===== config.mk =====
export PLATFORM = sky130hd
export DESIGN_NAME = gpu_instruction_dispatch
export DESIGN_NICKNAME = d
export VERILOG_FILES = /design/src/rtl/gpu_pkg.sv /design/src/rtl/gpu_dispatch_timer.sv /design/src/rtl/gpu_instruction_dispatch.sv
export SDC_FILE = /design/constraint.sdc
export NUM_CORES = 1
export LEC_CHECK = 0
export BUFFER_PORTS_ARGS = -buffer_cell sky130_fd_sc_hd__clkbuf_2
export CAP_MARGIN = 10
export CORE_ASPECT_RATIO = 1.2
export CORE_MARGIN = 1
export CORE_UTILIZATION = 23
export CTS_BUF_LIST = sky130_fd_sc_hd__clkbuf_8 sky130_fd_sc_hd__clkbuf_16
export CTS_CLUSTER_DIAMETER = 30
export CTS_CLUSTER_SIZE = 12
export DETAILED_ROUTE_END_ITERATION = 10
export HOLD_SLACK_MARGIN = 0.05
export SLEW_MARGIN = 20
export SYNTH_ARGS = -nofsm -noshare
export SYNTH_HDL_FRONTEND = slang
export SYNTH_SLANG_ARGS = --single-unit

===== constraint.sdc =====
create_clock -name clk -period 4 [get_ports clk]
set_input_delay 0.4 -clock clk [delete_from_list [all_inputs] [get_ports clk]]
set_output_delay 0.4 -clock clk [all_outputs]
set_load 0.01 [all_outputs]

===== src/rtl/gpu_pkg.sv =====
// Shared GPU definitions: field widths, opcodes and the packed instruction
// record that travels from the instruction FIFO head into the dispatcher.
package gpu_pkg;

  localparam int WIDTH_BITS   = 10;
  localparam int HEIGHT_BITS  = 9;
  localparam int CHANNEL_BITS = 8;

  typedef enum logic [3:0] {
    OP_NOP    = 4'd0,
    OP_LINE   = 4'd1,
    OP_CIRCLE = 4'd2,
    OP_RECT   = 4'd3,
    OP_CLEAR  = 4'd4
  } gpu_opcode_t;

  // 79-bit instruction. The opcode sits in the LSBs. It is kept as raw bits
  // rather than the enum so that undefined opcodes survive latching.
  typedef struct packed {
    logic [2:0]              oct;
    logic [CHANNEL_BITS-1:0] b;
    logic [CHANNEL_BITS-1:0] g;
    logic [CHANNEL_BITS-1:0] r;
    logic [HEIGHT_BITS-1:0]  y2;
    logic [HEIGHT_BITS-1:0]  y1;
    logic [WIDTH_BITS-1:0]   rad;
    logic [WIDTH_BITS-1:0]   x2;
    logic [WIDTH_BITS-1:0]   x1;
    logic [3:0]              opcode;
  } gpu_instr_t;

endpackage


===== src/rtl/gpu_dispatch_timer.sv =====
// WAIT-state watchdog for the instruction dispatcher.
// The module exists only when GPU_DISPATCH_TIMEOUT_EN is defined, so the
// default build carries no unused module.
// load clears the count. enable advances it. expire flags the last allowed
// cycle (count == TIMEOUT_CYCLES-1) while enabled.
`ifdef GPU_DISPATCH_TIMEOUT_EN
module gpu_dispatch_timer #(
  parameter int TIMEOUT_CYCLES = 1048576
) (
  input  logic clk,
  input  logic n_rst,
  input  logic load,
  input  logic enable,
  output logic expire
);

  localparam int CW = (TIMEOUT_CYCLES > 1) ? $clog2(TIMEOUT_CYCLES) : 1;

  logic [CW-1:0] count_reg;

  // Cycle counter: restarts on load and advances while the dispatcher waits.
  always_ff @(posedge clk or negedge n_rst) begin
    if (!n_rst) begin
      count_reg <= '0;
    end else if (load) begin
      count_reg <= '0;
    end else if (enable) begin
      count_reg <= count_reg + 1'b1;
    end
  end

  assign expire = enable && (count_reg == CW'(TIMEOUT_CYCLES - 1));

endmodule
`endif


===== src/rtl/gpu_instruction_dispatch.sv =====
// GPU instruction dispatcher. It pops the FIFO head, latches the operands,
// decodes the opcode, starts the line/circle/fill engine and waits for that
// engine's done.
// Optional build macro GPU_DISPATCH_TIMEOUT_EN adds a WAIT watchdog. When it
// fires, timeout_o is set (sticky) and the instruction is dropped.
module gpu_instruction_dispatch
  import gpu_pkg::*;
#(
  parameter int SCREEN_W       = 640,
  parameter int SCREEN_H       = 480,
  parameter int TIMEOUT_CYCLES = 1048576
) (
  input  logic                    clk,
  input  logic                    n_rst,
  input  logic                    fifo_empty_i,
  input  logic [3:0]              opcode_i,
  input  logic [WIDTH_BITS-1:0]   x1_i,
  input  logic [WIDTH_BITS-1:0]   x2_i,
  input  logic [WIDTH_BITS-1:0]   rad_i,
  input  logic [HEIGHT_BITS-1:0]  y1_i,
  input  logic [HEIGHT_BITS-1:0]  y2_i,
  input  logic [CHANNEL_BITS-1:0] r_i,
  input  logic [CHANNEL_BITS-1:0] g_i,
  input  logic [CHANNEL_BITS-1:0] b_i,
  input  logic [2:0]              oct_i,
  output logic                    pop_instruction_o,
  output logic                    line_start_o,
  output logic                    circle_start_o,
  output logic                    fill_start_o,
  input  logic                    line_done_i,
  input  logic                    circle_done_i,
  input  logic                    fill_done_i,
  output logic [WIDTH_BITS-1:0]   x1_o,
  output logic [WIDTH_BITS-1:0]   x2_o,
  output logic [WIDTH_BITS-1:0]   rad_o,
  output logic [HEIGHT_BITS-1:0]  y1_o,
  output logic [HEIGHT_BITS-1:0]  y2_o,
  output logic [CHANNEL_BITS-1:0] r_o,
  output logic [CHANNEL_BITS-1:0] g_o,
  output logic [CHANNEL_BITS-1:0] b_o,
  output logic [2:0]              oct_o,
  output logic                    busy_o,
  output logic                    illegal_op_o,
  output logic                    timeout_o,
  output logic [15:0]             instr_count_o
);

  typedef enum logic [1:0] {IDLE, DECODE, WAIT} state_t;

  state_t     state_reg, state_next;
  gpu_instr_t instr_reg, head;
  logic [15:0] count_reg;
  logic       timeout_reg;
  logic       pop, count_inc, timeout_set, sel_done, timer_expire;

  // Assemble the FIFO head. CLEAR is rewritten to a full-screen fill here,
  // so the latched operands are already correct from DECODE onward.
  always_comb begin
    head.opcode = opcode_i;
    head.x1     = x1_i;
    head.x2     = x2_i;
    head.rad    = rad_i;
    head.y1     = y1_i;
    head.y2     = y2_i;
    head.r      = r_i;
    head.g      = g_i;
    head.b      = b_i;
    head.oct    = oct_i;
    if (opcode_i == OP_CLEAR) begin
      head.x1  = '0;
      head.y1  = '0;
      head.x2  = WIDTH_BITS'(SCREEN_W - 1);
      head.y2  = HEIGHT_BITS'(SCREEN_H - 1);
      head.rad = '0;
    end
  end

  // Done of the engine that the latched opcode selected. All other dones are ignored.
  always_comb begin
    sel_done = 1'b0;
    case (instr_reg.opcode)
      OP_LINE:           sel_done = line_done_i;
      OP_CIRCLE:         sel_done = circle_done_i;
      OP_RECT, OP_CLEAR: sel_done = fill_done_i;
      default:           sel_done = 1'b0;
    endcase
  end

`ifdef GPU_DISPATCH_TIMEOUT_EN
  gpu_dispatch_timer #(
    .TIMEOUT_CYCLES(TIMEOUT_CYCLES)
  ) u_timer (
    .clk    (clk),
    .n_rst  (n_rst),
    .load   (state_reg == DECODE),
    .enable (state_reg == WAIT),
    .expire (timer_expire)
  );
`else
  assign timer_expire = 1'b0;
`endif

  // Next-state and strobe decode. Starts and illegal_op are combinational in DECODE.
  always_comb begin
    state_next     = state_reg;
    pop            = 1'b0;
    line_start_o   = 1'b0;
    circle_start_o = 1'b0;
    fill_start_o   = 1'b0;
    illegal_op_o   = 1'b0;
    count_inc      = 1'b0;
    timeout_set    = 1'b0;
    case (state_reg)
      IDLE: begin
        if (!fifo_empty_i) begin
          pop        = 1'b1;
          state_next = DECODE;
        end
      end
      DECODE: begin
        case (instr_reg.opcode)
          OP_NOP: state_next = IDLE;
          OP_LINE: begin
            line_start_o = 1'b1;
            count_inc    = 1'b1;
            state_next   = WAIT;
          end
          OP_CIRCLE: begin
            circle_start_o = 1'b1;
            count_inc      = 1'b1;
            state_next     = WAIT;
          end
          OP_RECT, OP_CLEAR: begin
            fill_start_o = 1'b1;
            count_inc    = 1'b1;
            state_next   = WAIT;
          end
          default: begin
            illegal_op_o = 1'b1;
            state_next   = IDLE;
          end
        endcase
      end
      WAIT: begin
        // A done that arrives on the expiry cycle wins; no timeout is flagged.
        if (sel_done) begin
          state_next = IDLE;
        end else if (timer_expire) begin
          timeout_set = 1'b1;
          state_next  = IDLE;
        end
      end
      default: state_next = IDLE;
    endcase
  end

  // State register.
  always_ff @(posedge clk or negedge n_rst) begin
    if (!n_rst) state_reg <= IDLE;
    else        state_reg <= state_next;
  end

  // Operand latch. It loads only on a pop, so the operands hold until the next pop.
  always_ff @(posedge clk or negedge n_rst) begin
    if (!n_rst)   instr_reg <= '0;
    else if (pop) instr_reg <= head;
  end

  // Issued-instruction counter. It wraps naturally at 16 bits.
  always_ff @(posedge clk or negedge n_rst) begin
    if (!n_rst)         count_reg <= '0;
    else if (count_inc) count_reg <= count_reg + 16'd1;
  end

  // Sticky timeout flag. It clears only on reset.
  always_ff @(posedge clk or negedge n_rst) begin
    if (!n_rst)           timeout_reg <= 1'b0;
    else if (timeout_set) timeout_reg <= 1'b1;
  end

  // The pop strobe is gated with reset, so the FIFO never sees a pop during reset.
  assign pop_instruction_o = pop & n_rst;
  assign busy_o            = (state_reg != IDLE);
  assign timeout_o         = timeout_reg;
  assign instr_count_o     = count_reg;
  assign x1_o              = instr_reg.x1;
  assign x2_o              = instr_reg.x2;
  assign rad_o             = instr_reg.rad;
  assign y1_o              = instr_reg.y1;
  assign y2_o              = instr_reg.y2;
  assign r_o               = instr_reg.r;
  assign g_o               = instr_reg.g;
  assign b_o               = instr_reg.b;
  assign oct_o             = instr_reg.oct;

endmodule

==> metrics.md, run 1 <==
| Metric | Value |
|---|---|
| IO Port Bufs | 181 |
| Via count | 3073 |
| Boundary Pins | 183 |
| Initial Utilization | 23.8% |
| Tightest hold margin | 0.0718 ns |
| Max Cap Viol | 0 |
| CP max-delay cell | or3_2 |
| Reg clk slew, reported paths | 0.07 ns |
| Post-DP HPWL | 7050 um |
| Post-route setup slack | 1.58 ns |
| Crit path buffers/inverters | 2 |
| Crit. End Element | output pin |
| Routability cong. | 0.744 |
| Syn_nets | 492 |
| Total negative slack | 0 ns |
| Final wirelength | 10100 um |
| Max-slew headroom | 32.2% |
| Cell Int Power | 2.50 mW |
| Top Family by Delay on Critical Path | simple AND/OR/NAND/NOR gates |
| Antenna fix cells | 0 |
| CP Cell Sequence | or3_2 -> inv_2 -> and2_1 -> clkbuf_2 |
| Slowest cell delay on critical path | 0.51 ns |
| # fillers | 1945 |
| Via/cell ratio | 4.03 |
| Hold buffer count at cts | 0 |
| #FFs+latches synth | 97 |
| Mapped Area | 4390 um^2 |
| Clock power share | 25.0% |
| GRT Util Overall | 10.5% |
| H-tree levels | 3 |
| Layout cells sized above 1 | 41.4% |
| Max Clk Rate | 0.413 GHz |
| Area Overhead vs Synth | 21.2% |
| Final Max Tran Viols | 0 |
| Measured slew at the worst slew-check pin | 1.01 ns |
| Setup Viol. Count Final | 0 |
| Chip height | 153 um |
| Post-CTS setup buffer count | 0 |
| Number of remaining DRC errors | 0 |
| Worst-path fanout max | 26 |
| Core Area | 18400 um^2 |
| Die area | 19600 um^2 |
| Number of global-route vias before repair | 2995 |
| Max FFs per register | 16 |
| CP arrival | 2.02 ns |
| Post-CTS resize count | 0 |
| NetSw | 1.33 mW |
| Unrepaired setup endpoints after global routing | false |
| Num rows | 54 |
| Clock buffer depth | 2 |
| Final ANT Viol Nets | 0 |
| Gr ovfl total | 0 |
| CTS sink cnt | 97 |
| Global-route wire length before repair | 15800 um |
| Largest net degree at the start of global routing | 65 |
| Root Buffer | clkbuf_16 |
| Mean Syn Cell Area | 10.8 um^2 |
| Later-pin clock latency in the skew report | 0.35 ns |
| Period utilisation layout | 60.5% |
| Crit Path Class | flip-flop to output pin |
| Final hold viol count | 0 |
| Static leakage | 2.71 nW |
| Status | complete, no violations |
| Peak supply drop | 245 uV |
| Reg power frac | 42.5% |
| Most frequent cells in the layout | clkbuf_2, nand2_1, dfrtp_1 |
| CTS tree | done |
| CTS Buf Count | 9 |
| Pre-Repair DR Iteration Count | 4 |
| Dpl ws | 1.82 ns |
| Sequential element share of the synthesized area | 55.3% |
| Commonest non-fill, non-tap cell in the layout | clkbuf_2 |
| Final min period | 2.42 ns |
| Combinational share of power | 32.5% |
| Power Density | 721 nW/um^2 |
| Antenna violations before repair | 0 |
| Worst Path Required | 3.60 ns |
| Synth cell types | 40 |
| Mean routed wirelength per cell | 13.2 um |
| Clock Skew | 0.00824 ns |
| Worst Hold Class | input pin to async pin |
| Fin nets | 591 |
| Cells after Synth | 406 |
| Worst setup SP type | flip-flop |
| Die W | 128 um |
| Number of synthesis warnings | 0 |
| DR iter-0 viols | 113 |
| Sw Ratio | 34.7% |
## through the flow
stage | utilization [%] | instance area [um^2] | std cells | total power, mW
after floorplan | - | 4390 | 406 | 2.81
after global placement | 27.0 | 4980 | 746 | 2.90
after detailed placement | 27.0 | 4980 | 746 | 2.92
after CTS | 28.8 | 5320 | 762 | 3.91
after global routing | 28.8 | 5320 | 762 | 4.09
final | 28.8 | 5320 | 762 | 3.83
## routing by layer
layer / global-route usage, % / share of wire [%] / up-vias
met1: 12.9 / 44 / 1459
met5: 0 / 0 / -
met2: 17.1 / 49 / 116
met4: 4.20 / 1.5 / 0
li1: - / - / 1485
met3: 3.01 / 6.1 / 13
## power by group through the flow
stage	logic, mW	clock network, mW	registers (mW)
2_1_floorplan	1.24	0	1.56
3_5_place_dp	1.28	0	1.64
6_report	1.25	0.958	1.63
4_1_cts	1.28	0.994	1.63
5_1_grt	1.38	1.03	1.69
3_3_place_gp	1.26	0	1.64
## synth_stat cells (all sizes together)
cell / count / area, um^2
o21ai: 1 / 5.00
and3b: 1 / 8.76
conb: 1 / 3.75
and4: 1 / 8.76
nand4: 5 / 31.3
and2: 1 / 6.26
dfrtp: 97 / 2430
xnor2: 13 / 114
nor2: 5 / 33.8
or3b: 1 / 8.76
buf: 84 / 617
nor4b: 2 / 17.5
o41ai: 2 / 25.0
nand4bb: 1 / 11.3
a211oi: 1 / 7.51
a22o: 32 / 280
or2: 1 / 6.26
nand3: 7 / 35.0
clkbuf: 13 / 48.8
a21oi: 1 / 5.00
o21a: 1 / 7.51
o22a: 16 / 140
o41a: 1 / 11.3
nor3b: 1 / 7.51
or3: 2 / 13.8
nor4: 2 / 25.0
nand2: 100 / 375
nand3b: 2 / 15.0
ha: 1 / 12.5
or4: 1 / 7.51
inv: 3 / 11.3
o211a: 1 / 10.0
xor2: 2 / 32.5
nor3: 3 / 15.0
## final timing paths
check	start	endpoint	slack (ns)	depth (start not counted)
worst min-delay path	n_rst	g_o[3]	0.07	1
worst min register to register	g_o[2]	g_o[2]	0.47	2
min in group clk	g_i[6]	g_o[6]	0.24	3
max in group asynchronous	n_rst	y2_o[3]	2.81	2
worst max register to register	state_reg[0]	rad_o[2]	1.86	5
worst max-delay path	state_reg[0]	pop_instruction_o	1.58	4
## layout make-up
type                    instances  area (um^2)  share of cell area, %
clock inverters                 6         91.3                   1.72
inverters                       3         11.3                  0.212
clock buffers                  10          239                   4.50
repair buffers                185          938                   17.7
flip-flops and latches         97         2430                   45.7
well taps                     252          315                   5.93
multi-input cells             209         1290                   24.3
## kinds of logic (layout without fill, tap and decap cells)
logic type / count (synthesis) / count (layout) / share of synthesized area [%]
buffers and inverters: 100 / 204 / 15.4
AO/OA/AOI/OAI: 56 / 56 / 11.2
flip-flops: 97 / 97 / 55.3
adder cells (fa/ha/maj): 1 / 1 / 0.285
AND/OR/NAND/NOR: 136 / 136 / 14.3
other: 1 / 1 / 0.0855
XOR/XNOR: 15 / 15 / 3.34
Note: power is estimated with default switching activity, not from simulation.
==> inputs of run 2 (changes only) <==
--- a/config.mk
+++ b/config.mk
@@ -5,6 +5,7 @@
 export SDC_FILE = /design/constraint.sdc
 export NUM_CORES = 1
 export LEC_CHECK = 0
+export ABC_AREA = 1
 export BUFFER_PORTS_ARGS = -buffer_cell sky130_fd_sc_hd__clkbuf_2
 export CAP_MARGIN = 10
 export CORE_ASPECT_RATIO = 1.2
==> constraint.sdc (replaced) <==
create_clock -name clk -period 2.5 [get_ports clk]
set_input_delay 0.25 -clock clk [delete_from_list [all_inputs] [get_ports clk]]
set_output_delay 0.25 -clock clk [all_outputs]
set_load 0.01 [all_outputs]
==> run 2 against run 1 <==
Compared with the run above: sequential power is 55% higher; power is 60% higher; combinational power up 66%; hold slack better by 0.024 ns; largest cell class unchanged.
==> metrics.md, run 2 <==
| Metric | Value |
|---|---|
| CTS tree | done (unchanged) |
| Final hold viol count | 0 (unchanged) |
| Slowest cell delay on critical path | 0.39 ns (was 0.51 ns) |
| Worst Hold Class | input pin to flip-flop (was input pin to async pin) |
| CP max-delay cell | dfrtp_1 (was or3_2) |
| Chip height | 160 um (was 153 um) |
| Max Cap Viol | 0 (unchanged) |
| Period utilisation layout | 70.1% |
| Most frequent cell after synthesis | nand2_1 (unchanged) |
| Antenna violations before repair | 0 (unchanged) |
| Initial Utilization | 23.6% (was 23.8%) |
| Clock buffer depth | 2 (unchanged) |
| Max FFs per register | 16 (unchanged) |
| Commonest non-fill, non-tap cell in the layout | nand2_1 (was clkbuf_2) |
| Syn_nets | 677 (was 492) |
| Routability cong. | 0.849 (was 0.744) |
| Global-route wire length before repair | 19300 um (was 15800 um) |
| Mean Syn Cell Area | 8.14 um^2 (was 10.8 um^2) |
| DR iter-0 viols | 173 (was 113) |
| Final ANT Viol Nets | 0 (unchanged) |
| Die W | 134 um (was 128 um) |
| Power Density | 1060 nW/um^2 (was 721 nW/um^2) |
| Number of global-route vias before repair | 3764 (was 2995) |
| Post-CTS setup buffer count | 0 (unchanged) |
| Measured slew at the worst slew-check pin | 0.537 ns (was 1.01 ns) |
| Max Clk Rate | 0.571 GHz |
| Mean routed wirelength per cell | 12.5 um (was 13.2 um) |
| CTS Buf Count | 9 (unchanged) |
| Number of synthesis warnings | 0 (unchanged) |
| Setup Viol. Count Final | 0 (unchanged) |
| Worst Path Required | 2.25 ns (was 3.60 ns) |
| Total negative slack | 0 ns (unchanged) |
| Crit path from | state_reg[1] (was state_reg[0]) |
| Antenna fix cells | 0 (unchanged) |
| Dpl ws | 0.996 ns (was 1.82 ns) |
| CP Cell Sequence | nor2_1 -> inv_2 -> a21oi_1 -> clkbuf_2 (was or3_2 -> inv_2 -> and2_1 -> clkbuf_2) |
| Static leakage | 3.14 nW (was 2.71 nW) |
| Synth cell types | 25 (was 40) |
| Pre-Repair DR Iteration Count | 4 (unchanged) |
| Boundary Pins | 183 (unchanged) |
| Worst setup SP type | flip-flop (unchanged) |
| Unrepaired setup endpoints after global routing | false (unchanged) |
| Final min period | 1.75 ns |
| Crit path buffers/inverters | 2 (unchanged) |
| Reg2reg path depth | 7 (was 5) |
| Final wirelength | 12000 um (was 10100 um) |
| Clock Skew | 0.00917 ns (was 0.00824 ns) |
| Fin nets | 777 (was 591) |
| Reg clk slew, reported paths | 0.08 ns (was 0.07 ns) |
| Post-route setup slack | 0.748 ns (was 1.58 ns) |
| Post-synth top cells | nand2_1, dfrtp_1, buf_4 (unchanged) |
| # fillers | 2269 (was 1945) |
| Area Overhead vs Synth | 20.2% (was 21.2%) |
| Top area cells in the synthesized netlist | dfrtp_1, nand2_1, buf_4, nor2_1, nand3_1 (was dfrtp_1, buf_4, nand2_1, a22o_1, o22a_1) |
| Number of remaining DRC errors | 0 (unchanged) |
| Hold path start | r_i[2] |
| Hold path depth | 3 |
| Via/cell ratio | 4.05 (was 4.03) |
| Worst-path fanout max | 4 (was 26) |
| Post-synth EDFFs | 0 (unchanged) |
| Mapped Area | 4810 um^2 (was 4390 um^2) |
| Crit. End Element | output pin (unchanged) |
| Post-DP HPWL | 8350 um (was 7050 um) |
| Peak supply drop | 355 uV (was 245 uV) |
| CP arrival | 1.50 ns (was 2.02 ns) |
| Final Max Tran Viols | 0 (unchanged) |
| Max-slew headroom | 64.2% (was 32.2%) |
| Post-synth ARST share | 100% (unchanged) |
| Core Area | 20400 um^2 (was 18400 um^2) |
| Num rows | 57 (was 54) |
| Root Buffer | clkbuf_16 (unchanged) |
| Synth top area share | 50.5% (was 55.3%) |
| H-tree levels | 3 (unchanged) |
| GRT Util Overall | 11.6% (was 10.5%) |
| Reg-to-reg startpoint | state_reg[1] (was state_reg[0]) |
| Status | complete, no violations (unchanged) |
| Largest net degree at the start of global routing | 82 (was 65) |
| CTS sink cnt | 97 (unchanged) |
| #FFs+latches synth | 97 (unchanged) |
| Gr ovfl total | 0 (unchanged) |
| Via count | 3889 (was 3073) |
| Layout cells sized above 1 | 31.5% (was 41.4%) |
| IO Port Bufs | 181 (unchanged) |
| Crit Path Class | flip-flop to output pin (unchanged) |
| Worst path depth | 4 (unchanged) |
| Sequential element share of the synthesized area | 50.5% (was 55.3%) |
| Most frequent cells in the layout | nand2_1, clkbuf_2, dfrtp_1 (was clkbuf_2, nand2_1, dfrtp_1) |
| Die area | 21500 um^2 (was 19600 um^2) |
| Cells after Synth | 591 (was 406) |
| Synth Flop Type | dfrtp_1 (unchanged) |
| Later-pin clock latency in the skew report | 0.35 ns (about the same) |
| Top Family by Delay on Critical Path | flip-flops (was simple AND/OR/NAND/NOR gates) |
| Cell taking the most area after synthesis | dfrtp_1 (unchanged) |
run 2: what timing repair did:
action	in CTS	in global routing
hold buffers	1	0
hold endpoints to repair	21	0
setup endpoints to repair	0	0
gates resized for setup	0	0
run 2: path summary, 6_finish.rpt:
| kind | slack, ns | endpoint |
|---|---|---|
| min | 0.1 | r_o[2] |
| min in group asynchronous | 0.35 | y2_o[3] |
| min reg2reg | 0.47 | r_o[7] |
| max | 0.75 | fill_start_o |
| max in group asynchronous | 1.29 | rad_o[2] |
| max reg2reg | 1.04 | x2_o[4] |
run 2: where the power goes:
group,internal [mW],switching (mW),total [mW]
sequential,2.16,0.373,2.53
combinational,0.800,1.27,2.07
clock,0.886,0.643,1.53
run 2: area by class of cell:
| class | count | area [um^2] | share of cell area, % |
|---|---|---|---|
| Sequential cell | 97 | 2430 | 42.0 |
| Clock buffer | 9 | 225 | 3.90 |
| Inverter | 17 | 63.8 | 1.10 |
| Clock inverter | 7 | 101 | 1.75 |
| Multi-Input combinational cell | 378 | 1640 | 28.4 |
| Tap cell | 265 | 332 | 5.74 |
| Timing Repair Buffer | 188 | 988 | 17.1 |
run 2: logic make-up after synthesis:
kind of cell | Yosys count | synth area share [%]
compound gates | 24 | 2.73
xor+xnor | 7 | 1.28
flops | 97 | 50.5
buf+inv | 116 | 15.5
other cells | 1 | 0.0780
simple gates | 345 | 29.7
fa+ha+maj | 1 | 0.260
run 2: stage by stage:
stage	cells	cell area, um^2	total power [mW]	utilization (%)	hold slack (ns)
finish	961	5780	6.13	28.3	0.0958
global route	961	5780	6.57	28.3	0.0870
CTS	961	5780	6.26	28.3	0.0737
detailed placement	944	5440	4.68	26.7	0.187
global placement	944	5440	4.63	26.7	0.186
floorplan	591	4810	4.42	-	-0.0456
run 2: layer usage:
layer	vias up	track usage, %	share of wire, %
met1	1813	13.4	42
met4	0	4.34	1.5
li1	1951	-	-
met3	16	3.09	5.2
met5	-	0	0
met2	109	20.3	51
run 2: tightest hold or removal path, stage by stage:
cell and delay (ns):
clkbuf_2 0.07, nand2_1 0.04, nand2_1 0.05
